<file path="config.mk">
export PLATFORM = sky130hd
export DESIGN_NAME = uart_tx_flat
export DESIGN_NICKNAME = d
export VERILOG_FILES = /design/src/rtl/uart_tx_pkg.sv /design/src/rtl/uart_tx_if.sv /design/src/rtl/uart_tx_fifo.sv /design/src/rtl/uart_tx.sv /design/src/flat_wrapper.sv
export SDC_FILE = /design/constraint.sdc
export NUM_CORES = 1
export LEC_CHECK = 0
export ABC_AREA = 1
export BUFFER_PORTS_ARGS = -buffer_cell sky130_fd_sc_hd__buf_2
export CORE_ASPECT_RATIO = 0.5
export CORE_UTILIZATION = 54
export CTS_CLUSTER_SIZE = 8
export DETAILED_ROUTE_END_ITERATION = 6
export HOLD_SLACK_MARGIN = 0.15
export PLACE_DENSITY_LB_ADDON = 0.1
export SLEW_MARGIN = 20
export SYNTH_ARGS = -nofsm -noshare
export SYNTH_HDL_FRONTEND = slang
export SYNTH_SLANG_ARGS = --single-unit
export TNS_END_PERCENT = 5
</file>
<file path="constraint.sdc">
create_clock -name clk_i -period 7 [get_ports clk_i]
set_input_delay 0 -clock clk_i [delete_from_list [all_inputs] [get_ports clk_i]]
set_output_delay 0 -clock clk_i [all_outputs]
set_load 0.05 [all_outputs]
</file>
<file path="src/rtl/uart_tx_pkg.sv">
// ============================================================================
// Module      : uart_tx_pkg
// Description : Shared FSM state encoding and framing constants for the UART.
// Revision    : 1.0 - initial release
// ============================================================================
`default_nettype none

package uart_tx_pkg;

  typedef enum logic [1:0] {
    ST_IDLE  = 2'd0,
    ST_START = 2'd1,
    ST_DATA  = 2'd2,
    ST_STOP  = 2'd3
  } tx_state_e;

  localparam int DATA_BITS = 8;

endpackage : uart_tx_pkg

`default_nettype wire

</file>
<file path="src/rtl/uart_tx_if.sv">
// ============================================================================
// Module      : uart_tx_if
// Description : Byte write port and serial/status outputs of the transmitter.
// Revision    : 1.0 - initial release
// ============================================================================
`default_nettype none

interface uart_tx_if;

  logic [7:0] data_i;
  logic       valid_i;
  logic       ready_o;
  logic       busy_o;
  logic       tx_o;

  modport master (
    output data_i,
    output valid_i,
    input  ready_o,
    input  busy_o,
    input  tx_o
  );

  modport slave (
    input  data_i,
    input  valid_i,
    output ready_o,
    output busy_o,
    output tx_o
  );

endinterface : uart_tx_if

`default_nettype wire

</file>
<file path="src/rtl/uart_tx_fifo.sv">
// ============================================================================
// Module      : uart_tx_fifo
// Description : Small synchronous FIFO; full/empty derived from the count.
// Revision    : 1.0 - initial release
// ============================================================================
`default_nettype none

module uart_tx_fifo #(
  parameter int DEPTH = 4,
  parameter int WIDTH = 8
) (
  input  wire              clk_i,
  input  wire              rst_i,
  input  wire              i_push,
  input  wire  [WIDTH-1:0] i_data,
  input  wire              i_pop,
  output logic [WIDTH-1:0] o_data,
  output logic             o_full,
  output logic             o_empty,
  output logic [$clog2(DEPTH):0] o_count
);

  localparam int AW = $clog2(DEPTH);
  localparam logic [AW:0] c_DEPTH = (AW+1)'(DEPTH);

  logic [WIDTH-1:0] r_mem [DEPTH];
  logic [AW-1:0]    r_wr_ptr;
  logic [AW-1:0]    r_rd_ptr;
  logic [AW:0]      r_count;
  logic             w_push;
  logic             w_pop;

  // Pushes while full are dropped; power-of-two depth lets pointers wrap freely.
  assign w_push  = i_push && (r_count != c_DEPTH);
  assign w_pop   = i_pop  && (r_count != '0);

  assign o_full  = (r_count == c_DEPTH);
  assign o_empty = (r_count == '0);
  assign o_count = r_count;
  assign o_data  = r_mem[r_rd_ptr];

  always_ff @(posedge clk_i) begin
    if (w_push) begin
      r_mem[r_wr_ptr] <= i_data;
    end
  end

  always_ff @(posedge clk_i) begin
    if (rst_i) begin
      r_wr_ptr <= '0;
      r_rd_ptr <= '0;
      r_count  <= '0;
    end else begin
      if (w_push) begin
        r_wr_ptr <= r_wr_ptr + 1'b1;
      end
      if (w_pop) begin
        r_rd_ptr <= r_rd_ptr + 1'b1;
      end
      if (w_push && !w_pop) begin
        r_count <= r_count + 1'b1;
      end else if (w_pop && !w_push) begin
        r_count <= r_count - 1'b1;
      end
    end
  end

endmodule : uart_tx_fifo

`default_nettype wire

</file>
<file path="src/rtl/uart_tx.sv">
// ============================================================================
// Module      : uart_tx
// Description : 8N1 UART transmitter, LSB first, fed from a small byte FIFO.
// Revision    : 1.0 - initial release
// ============================================================================
`default_nettype none

module uart_tx
  import uart_tx_pkg::*;
#(
  parameter int CLKS_PER_BIT = 234,
  parameter int FIFO_DEPTH   = 4
) (
  input  wire       clk_i,
  input  wire       rst_i,
  uart_tx_if.slave  bus
);

  localparam int CW = $clog2(CLKS_PER_BIT);
  localparam int AW = $clog2(FIFO_DEPTH);
  localparam logic [CW-1:0] c_BAUD_LAST = CW'(CLKS_PER_BIT - 1);
  localparam logic [2:0]    c_BIT_LAST  = 3'(DATA_BITS - 1);

  tx_state_e     r_state;
  tx_state_e     w_state_nxt;
  logic [CW-1:0] r_baud;
  logic [CW-1:0] w_baud_nxt;
  logic [2:0]    r_bit_idx;
  logic [2:0]    w_bit_nxt;
  logic [7:0]    r_shift;
  logic [7:0]    w_shift_nxt;
  logic          r_tx;
  logic          w_tx_nxt;

  logic          w_pop;
  logic          w_full;
  logic          w_empty;
  logic [AW:0]   w_count;
  logic [7:0]    w_head;
  logic          w_bit_end;

  uart_tx_fifo #(
    .DEPTH (FIFO_DEPTH),
    .WIDTH (8)
  ) u_fifo (
    .clk_i   (clk_i),
    .rst_i   (rst_i),
    .i_push  (bus.valid_i),
    .i_data  (bus.data_i),
    .i_pop   (w_pop),
    .o_data  (w_head),
    .o_full  (w_full),
    .o_empty (w_empty),
    .o_count (w_count)
  );

  assign bus.ready_o = !w_full;
  assign bus.busy_o  = (r_state != ST_IDLE) || (w_count != '0);
  assign bus.tx_o    = r_tx;

  assign w_bit_end   = (r_baud == c_BAUD_LAST);

  always_ff @(posedge clk_i) begin
    if (rst_i) begin
      r_state   <= ST_IDLE;
      r_baud    <= '0;
      r_bit_idx <= '0;
      r_shift   <= '0;
      r_tx      <= 1'b1;
    end else begin
      r_state   <= w_state_nxt;
      r_baud    <= w_baud_nxt;
      r_bit_idx <= w_bit_nxt;
      r_shift   <= w_shift_nxt;
      r_tx      <= w_tx_nxt;
    end
  end

  // Every state change happens on a bit boundary, so wrapping the baud counter
  // there also clears it on each transition.
  always_comb begin
    w_state_nxt = r_state;
    w_baud_nxt  = w_bit_end ? '0 : r_baud + 1'b1;
    w_bit_nxt   = r_bit_idx;
    w_shift_nxt = r_shift;
    w_tx_nxt    = r_tx;
    w_pop       = 1'b0;

    unique case (r_state)
      ST_IDLE: begin
        w_baud_nxt = '0;
        w_tx_nxt   = 1'b1;
        if (!w_empty) begin
          w_pop       = 1'b1;
          w_shift_nxt = w_head;
          w_state_nxt = ST_START;
          w_tx_nxt    = 1'b0;
        end
      end
      ST_START: begin
        if (w_bit_end) begin
          w_state_nxt = ST_DATA;
          w_bit_nxt   = '0;
          w_tx_nxt    = r_shift[0];
          w_shift_nxt = {1'b0, r_shift[7:1]};
        end
      end
      ST_DATA: begin
        if (w_bit_end) begin
          if (r_bit_idx == c_BIT_LAST) begin
            w_state_nxt = ST_STOP;
            w_tx_nxt    = 1'b1;
          end else begin
            w_bit_nxt   = r_bit_idx + 1'b1;
            w_tx_nxt    = r_shift[0];
            w_shift_nxt = {1'b0, r_shift[7:1]};
          end
        end
      end
      ST_STOP: begin
        if (w_bit_end) begin
          if (!w_empty) begin
            w_pop       = 1'b1;
            w_shift_nxt = w_head;
            w_state_nxt = ST_START;
            w_tx_nxt    = 1'b0;
          end else begin
            w_state_nxt = ST_IDLE;
            w_tx_nxt    = 1'b1;
          end
        end
      end
      default: begin
        w_state_nxt = ST_IDLE;
        w_tx_nxt    = 1'b1;
      end
    endcase
  end

endmodule : uart_tx

`default_nettype wire

</file>
<file path="src/flat_wrapper.sv">
// flat-port wrapper written by rule: the top's interface ports become plain ports
module uart_tx_flat import uart_tx_pkg::*;
#(
  parameter int CLKS_PER_BIT = 234,
  parameter int FIFO_DEPTH   = 4
)
  (clk_i, rst_i, bus_data_i, bus_valid_i, bus_ready_o, bus_busy_o, bus_tx_o);
  uart_tx_if bus_i ();
  input  wire clk_i;
  input  wire rst_i;
  input wire logic [$bits(bus_i.data_i)-1:0] bus_data_i;
  input wire logic [$bits(bus_i.valid_i)-1:0] bus_valid_i;
  output wire logic [$bits(bus_i.ready_o)-1:0] bus_ready_o;
  output wire logic [$bits(bus_i.busy_o)-1:0] bus_busy_o;
  output wire logic [$bits(bus_i.tx_o)-1:0] bus_tx_o;
  assign bus_i.data_i = bus_data_i;
  assign bus_i.valid_i = bus_valid_i;
  assign bus_ready_o = bus_i.ready_o;
  assign bus_busy_o = bus_i.busy_o;
  assign bus_tx_o = bus_i.tx_o;
  uart_tx #(.CLKS_PER_BIT(CLKS_PER_BIT), .FIFO_DEPTH(FIFO_DEPTH)) u_core (.clk_i(clk_i), .rst_i(rst_i), .bus(bus_i));
endmodule
</file>
==> metrics.cfg, run 1 <==
[finish]
regArea_mm2 = 0.00158
fin_cells = 432
drive_gt1_frac = 0.116
final_nets = 383
multi_input_area_mm2 = 0.00114
diodes = 0
fillers = 422
synthToLayoutAreaGrowth_pct = 15.2
final_cell_mix = nand2_1, nor2_1, inv_1, edfxtp_1, dfxtp_1
final_common_cell = nand2_1

[sta]
worst_slack_ns = 4.44
relSlewSlack = 0.439
final_max_slew_viol_count = 0
rsz0062_at_grt = no
worst_pin_slew_ns = 0.838
fmax_ghz = 0.391
fin_worst_skew_ns = 0.00898
period_needed_ns = 2.56
setup_tns_ns = 0
final.period_utilization = 0.366
hold_violations = 0
setup_viol = 0

[die]
ios = 14
row_count = 18
fp.coreArea_mm2 = 0.00504
die_area_mm2 = 0.00569
start_util = 0.575
die_w_um = 106
die-height_um = 53.8

[logic_synthesis]
synth_top_area_frac = 0.331
yosysSeqAreaShare = 0.545
ys_seq_elements = 63
synthCells = 330
synth_cell_types = 28
avgSynthCellArea_um2 = 8.79
syn_nets = 356
yosys.area.top_type = edfxtp_1
ys_warn_count = 0
synthesis.area_mm2 = 0.00290
synthTopCellsByArea = edfxtp_1, dfxtp_1, nand2_1, nor2_1, ha_1

[status]
status = finished, final reports clean

[grt]
antenna_found_initial = 0
grt_pass1_vias = 1930
gr-total-overflow = 0
grt_usage = 0.211
grt_pass1_wl_mm = 8.67
grt_max_degree = 18

[cts]
clockBufferDepth = 2
clk_latency_ns = 0.34
numClockSinks = 63
clockRootBuffer = clkbuf_8
htree_levels = 3
cts_made_buffers = 9
cts_tree = built
clkTransAtPathRegs_ns = 0.07

[power_and_ir_drop]
peakVddDrop_uv = 215
pwr-share-seq = 0.369
p_int_uw = 848
p_sw_frac = 0.378
pwr-share-clk = 0.271
report.power.total_uw = 1360
pwr_density_cell_mw_per_mm2 = 408
power.leakage_uw = 0.00140
p_sw_uw = 515
power_frac_comb = 0.360

[critical_path]
crit_type = reg -> reg
endpoint_kind = register
cp_max_fo = 12
startpoint_type = register
reg2reg_depth = 11
cp.required_ns = 7.22
arrival_ns = 2.78

[run]
cap_violations = 0

[routing]
wl_per_cell_um = 12.1
drtAntennaViolNets = 0
drc_errors = 0
via_count = 2132
dr.pass1.iters = 4
wirelength_mm = 5.23
vias_per_cell = 4.94
drt-initial-drc-count = 91

[placement]
place_congestion = 0.844
dpl_worst_slack_ns = 4.46
hpwlAfterDp_mm = 3.52
io_buffer_count = 13
dpl.cell_count = 406

[hold_path]
min_path_type = in -> reg
worstHoldPathCells = 2

power by group through the flow:
stage / combinational (µW) / clock (µW) / sequential, µW
floorplan: 409 / 0 / 497
global placement: 470 / 0 / 509
detailed placement: 486 / 0 / 511
CTS: 493 / 377 / 504
global route: 573 / 393 / 511
finish: 490 / 369 / 503
cells by family (layout without fill, tap and decap cells):
| kind of cell | count (synthesis) | count (layout) | share of synthesized area |
|---|---|---|---|
| XOR/XNOR | 5 | 5 | 0.0151 |
| AO/OA/AOI/OAI | 38 | 38 | 0.0677 |
| flip-flops | 63 | 63 | 0.545 |
| AND/OR/NAND/NOR | 168 | 168 | 0.244 |
| adder cells (fa/ha/maj) | 15 | 15 | 0.0673 |
| buffers and inverters | 41 | 73 | 0.0608 |
timing repair:
action                                 in CTS  in global routing
resized for setup                           0                  0
buffers inserted                            0                  0
endpoints found under the hold margin      40                  0
hold buffers                               10                  0
routing by layer:
metal	part of all wire	up-vias	global-route usage
li1	-	1112	-
met1	0.49	986	0.257
met2	0.45	28	0.343
met3	0.047	6	0.0799
met4	0.0073	0	0.0949
met5	0	-	0
worst max-delay path, cell delays in order (launching register included):
cell	delay, ns
dfxtp_1	0.40
inv_1	0.12
ha_1	0.57
a21oi_1	0.12
nand3_2	0.13
ha_1	0.15
inv_1	0.07
fa_1	0.43
a21oi_1	0.14
o21ai_0	0.11
o21ai_0	0.15
a21oi_1	0.05
metrics by stage:
step,area [µm²],hold slack (ns),utilization
floorplan,2900,0.0691,-
global placement,3010,0.213,0.596
detailed placement,3010,0.218,0.596
CTS,3340,0.397,0.662
global route,3340,0.402,0.662
finish,3340,0.414,0.662
state kept, by name, summed over array words and instances, names as in the netlist, named ones only:
| name | flops |
|---|---|
| u_core.u_fifo.r_mem | 32 |
| u_core.u_fifo.r_wr_ptr | 2 |
| u_core.r_baud | 8 |
| u_core.u_fifo.r_rd_ptr | 2 |
| u_core.r_state | 2 |
| u_core.u_fifo.o_count | 3 |
| u_core.r_bit_idx | 3 |
| u_core.r_shift | 8 |
| u_core.bus.tx_o | 1 |
synthesized netlist by cell type, drive strengths merged:
cell,n
nor2,69
clkbuf,2
ha,14
dfxtp,31
buf,5
xnor2,2
nand4,3
xor2,3
or2,1
nor3b,2
nand2,81
o21ai,23
edfxtp,32
nand3,11
inv,34
fa,1
nand3b,1
a21oi,14
a211oi,1
final timing paths:
kind	start	to	slack, ns
worst max-delay path	u_core.r_state[0]	u_core.u_fifo.o_count[2]	4.44
worst min-delay path	bus_data_i[7]	u_core.u_fifo.r_mem[0][7]	0.41
worst max register to register	u_core.r_state[0]	u_core.u_fifo.o_count[2]	4.44
worst min register to register	u_core.r_baud[0]	u_core.r_baud[0]	0.47
cell type report:
class                   instances  area share
clock buffers                  10      0.0382
clock inverters                 6      0.0326
inverters                      34      0.0382
multi-input cells             226       0.342
flip-flops and latches         63       0.473
well taps                      70      0.0262
repair buffers                 23      0.0494
Note: power is estimated with default switching activity, not from simulation.
==> run 2, diff against run 1 <==
Clock period 7 ns to 2.65 ns, I/O delays scaled along.
==> metrics.cfg, run 2 (synthesized netlist as in run 1, its figures left out) <==
[die]
die_w_um = 106  ; unchanged
fp.coreArea_mm2 = 0.00504  ; unchanged
start_util = 0.575  ; unchanged
row_count = 18  ; unchanged
die_area_mm2 = 0.00569  ; unchanged
die-height_um = 53.8  ; unchanged
ios = 14  ; unchanged

[power_and_ir_drop]
pwr_density_cell_mw_per_mm2 = 1100  ; +170%
p_sw_frac = 0.368  ; -0.0101
power.leakage_uw = 0.00145  ; +3.2%
pwr-share-clk = 0.287  ; +0.016
peakVddDrop_uv = 633  ; +200%
power_frac_comb = 0.367  ; +0.007
pwr-share-seq = 0.347  ; -0.022
report.power.total_uw = 3740  ; +170%
p_int_uw = 2360  ; +180%
p_sw_uw = 1380  ; +170%

[hold_path]
worstHoldPathCells = 2  ; unchanged
min_path_type = in -> reg

[grt]
antenna_found_initial = 0  ; unchanged
grt_usage = 0.208  ; -0.00265
gr-total-overflow = 0  ; unchanged
grt_max_degree = 18  ; unchanged
grt_pass1_vias = 1932  ; +0.10%
grt_pass1_wl_mm = 8.74  ; +0.80%

[finish]
diodes = 0  ; unchanged
final_common_cell = nand2_1
final_nets = 388  ; +1.3%
fin_area_mm2 = 0.00340  ; +1.8%
fillers = 413  ; -2.1%
drive_gt1_frac = 0.128  ; +0.0120
top_register = u_core.u_fifo.r_mem
reg_top3 = u_core.u_fifo.r_mem x32, u_core.r_baud x8, u_core.r_shift x8
synthToLayoutAreaGrowth_pct = 17.3
largest_register_ffs = 32  ; unchanged
fin_cells = 437  ; +1.2%
final_cell_mix = nand2_1, nor2_1, inv_1, edfxtp_1, dfxtp_1

[sta]
worst_pin_slew_ns = 0.732  ; -0.106 ns
rsz0062_at_grt = no
worst_slack_ns = 0.362  ; -4.08 ns
relSlewSlack = 0.510  ; +0.0711
setup_viol = 0  ; unchanged
final.period_utilization = 0.863  ; +0.498
period_needed_ns = 2.29  ; -0.272 ns
setup_tns_ns = 0  ; unchanged
hold_violations = 0  ; unchanged
final_max_slew_viol_count = 0  ; unchanged
fin_worst_skew_ns = 0.00900  ; +0.0000181 ns
fmax_ghz = 0.437  ; +12%

[placement]
hpwlAfterDp_mm = 3.54  ; +0.71%
dpl_worst_slack_ns = 0.379  ; -4.08 ns
post_dp_cell_area_mm2 = 0.00304  ; +1.2%
dpl.cell_count = 411  ; +1.2%
io_buffer_count = 13  ; unchanged
place_congestion = 0.765  ; -9.3%

[status]
status = finished, final reports clean

[routing]
vias_per_cell = 4.89  ; -1.0%
wl_per_cell_um = 12.1  ; -0.43%
wirelength_mm = 5.27  ; +0.73%
dr.pass1.iters = 4  ; unchanged
drtAntennaViolNets = 0  ; unchanged
drc_errors = 0  ; unchanged
via_count = 2135  ; +0.14%
drt-initial-drc-count = 98  ; +7.7%

[critical_path]
arrival_ns = 2.50  ; -0.28 ns
crit_type = reg -> reg
cp_max_fo = 5  ; -7
cp.required_ns = 2.87  ; -4.35 ns
endpoint_kind = register
startpoint_type = register
ff2ff_setup_slack_ns = 0.36  ; -4.08 ns
reg2reg_depth = 12  ; +1

[cts]
clockBufferDepth = 2  ; unchanged
clkTransAtPathRegs_ns = 0.06  ; about the same
cts_setup_buffers = 0  ; unchanged
htree_levels = 3  ; unchanged
clk_latency_ns = 0.34  ; about the same
clockRootBuffer = clkbuf_8
numClockSinks = 63  ; unchanged
cts_tree = built
cts_made_buffers = 9  ; unchanged

[run]
cap_violations = 0  ; unchanged

==> run 2: changes by cell type in the layout (fill, tap and decap cells not counted) <==
cell / previous run / this run
buf_4: 0 / 5
clkinvlp_4: 2 / 0
bufinv_16: 3 / 4
clkinv_4: 0 / 1
==> run 2: final timing paths <==
check	start	end
worst max-delay path	u_core.r_state[0]	u_core.u_fifo.o_count[2]
worst min-delay path	bus_data_i[6]	u_core.u_fifo.r_mem[2][6]
worst max register to register	u_core.r_state[0]	u_core.u_fifo.o_count[2]
worst min register to register	u_core.r_baud[0]	u_core.r_baud[0]
==> run 2: per-stage QoR <==
stage | hold slack [ns] | util
2_1_floorplan | 0.0691 | -
3_3_place_gp | 0.213 | 0.603
3_5_place_dp | 0.218 | 0.603
4_1_cts | 0.400 | 0.675
5_1_grt | 0.414 | 0.675
6_report | 0.416 | 0.675
==> run 2: area by class of cell <==
type | instances | area (µm²) | share of cell area
clock inverter | 6 | 133 | 0.0390
clock buffer | 10 | 128 | 0.0375
inverter | 34 | 128 | 0.0375
multi-input combinational | 226 | 1140 | 0.336
sequential | 63 | 1580 | 0.465
tap | 70 | 87.6 | 0.0257
timing repair buffer | 28 | 203 | 0.0596
==> run 2: layer usage <==
| layer | track usage | share of wire |
|---|---|---|
| met1 | 0.258 | 0.49 |
| met2 | 0.341 | 0.45 |
| met3 | 0.0787 | 0.053 |
| met4 | 0.0764 | 0.0055 |
| met5 | 0 | 0 |
==> run 2: power by group through the flow <==
stage               registers [µW]  logic, µW  clock network (µW)
floorplan                     1310       1080                   0
global placement              1310       1310                   0
detailed placement            1310       1350                   0
CTS                           1300       1370                1090
global route                  1310       1580                1130
finish                        1300       1370                1070
==> run 2: critical path, cell delays in order (launching register included) <==
cell and delay, ns:
dfxtp_1 0.40, inv_1 0.12, ha_1 0.22, inv_1 0.09, nand2_1 0.09, nand3_2 0.11
ha_1 0.15, inv_1 0.07, fa_1 0.44, a21oi_1 0.15, o21ai_0 0.12, o21ai_0 0.17
a21oi_1 0.05
==> run 2: repair_timing <==
item                      CTS  global route
hold buffers               10             0
gates resized for setup     0             0
hold endpoints to repair   40             0
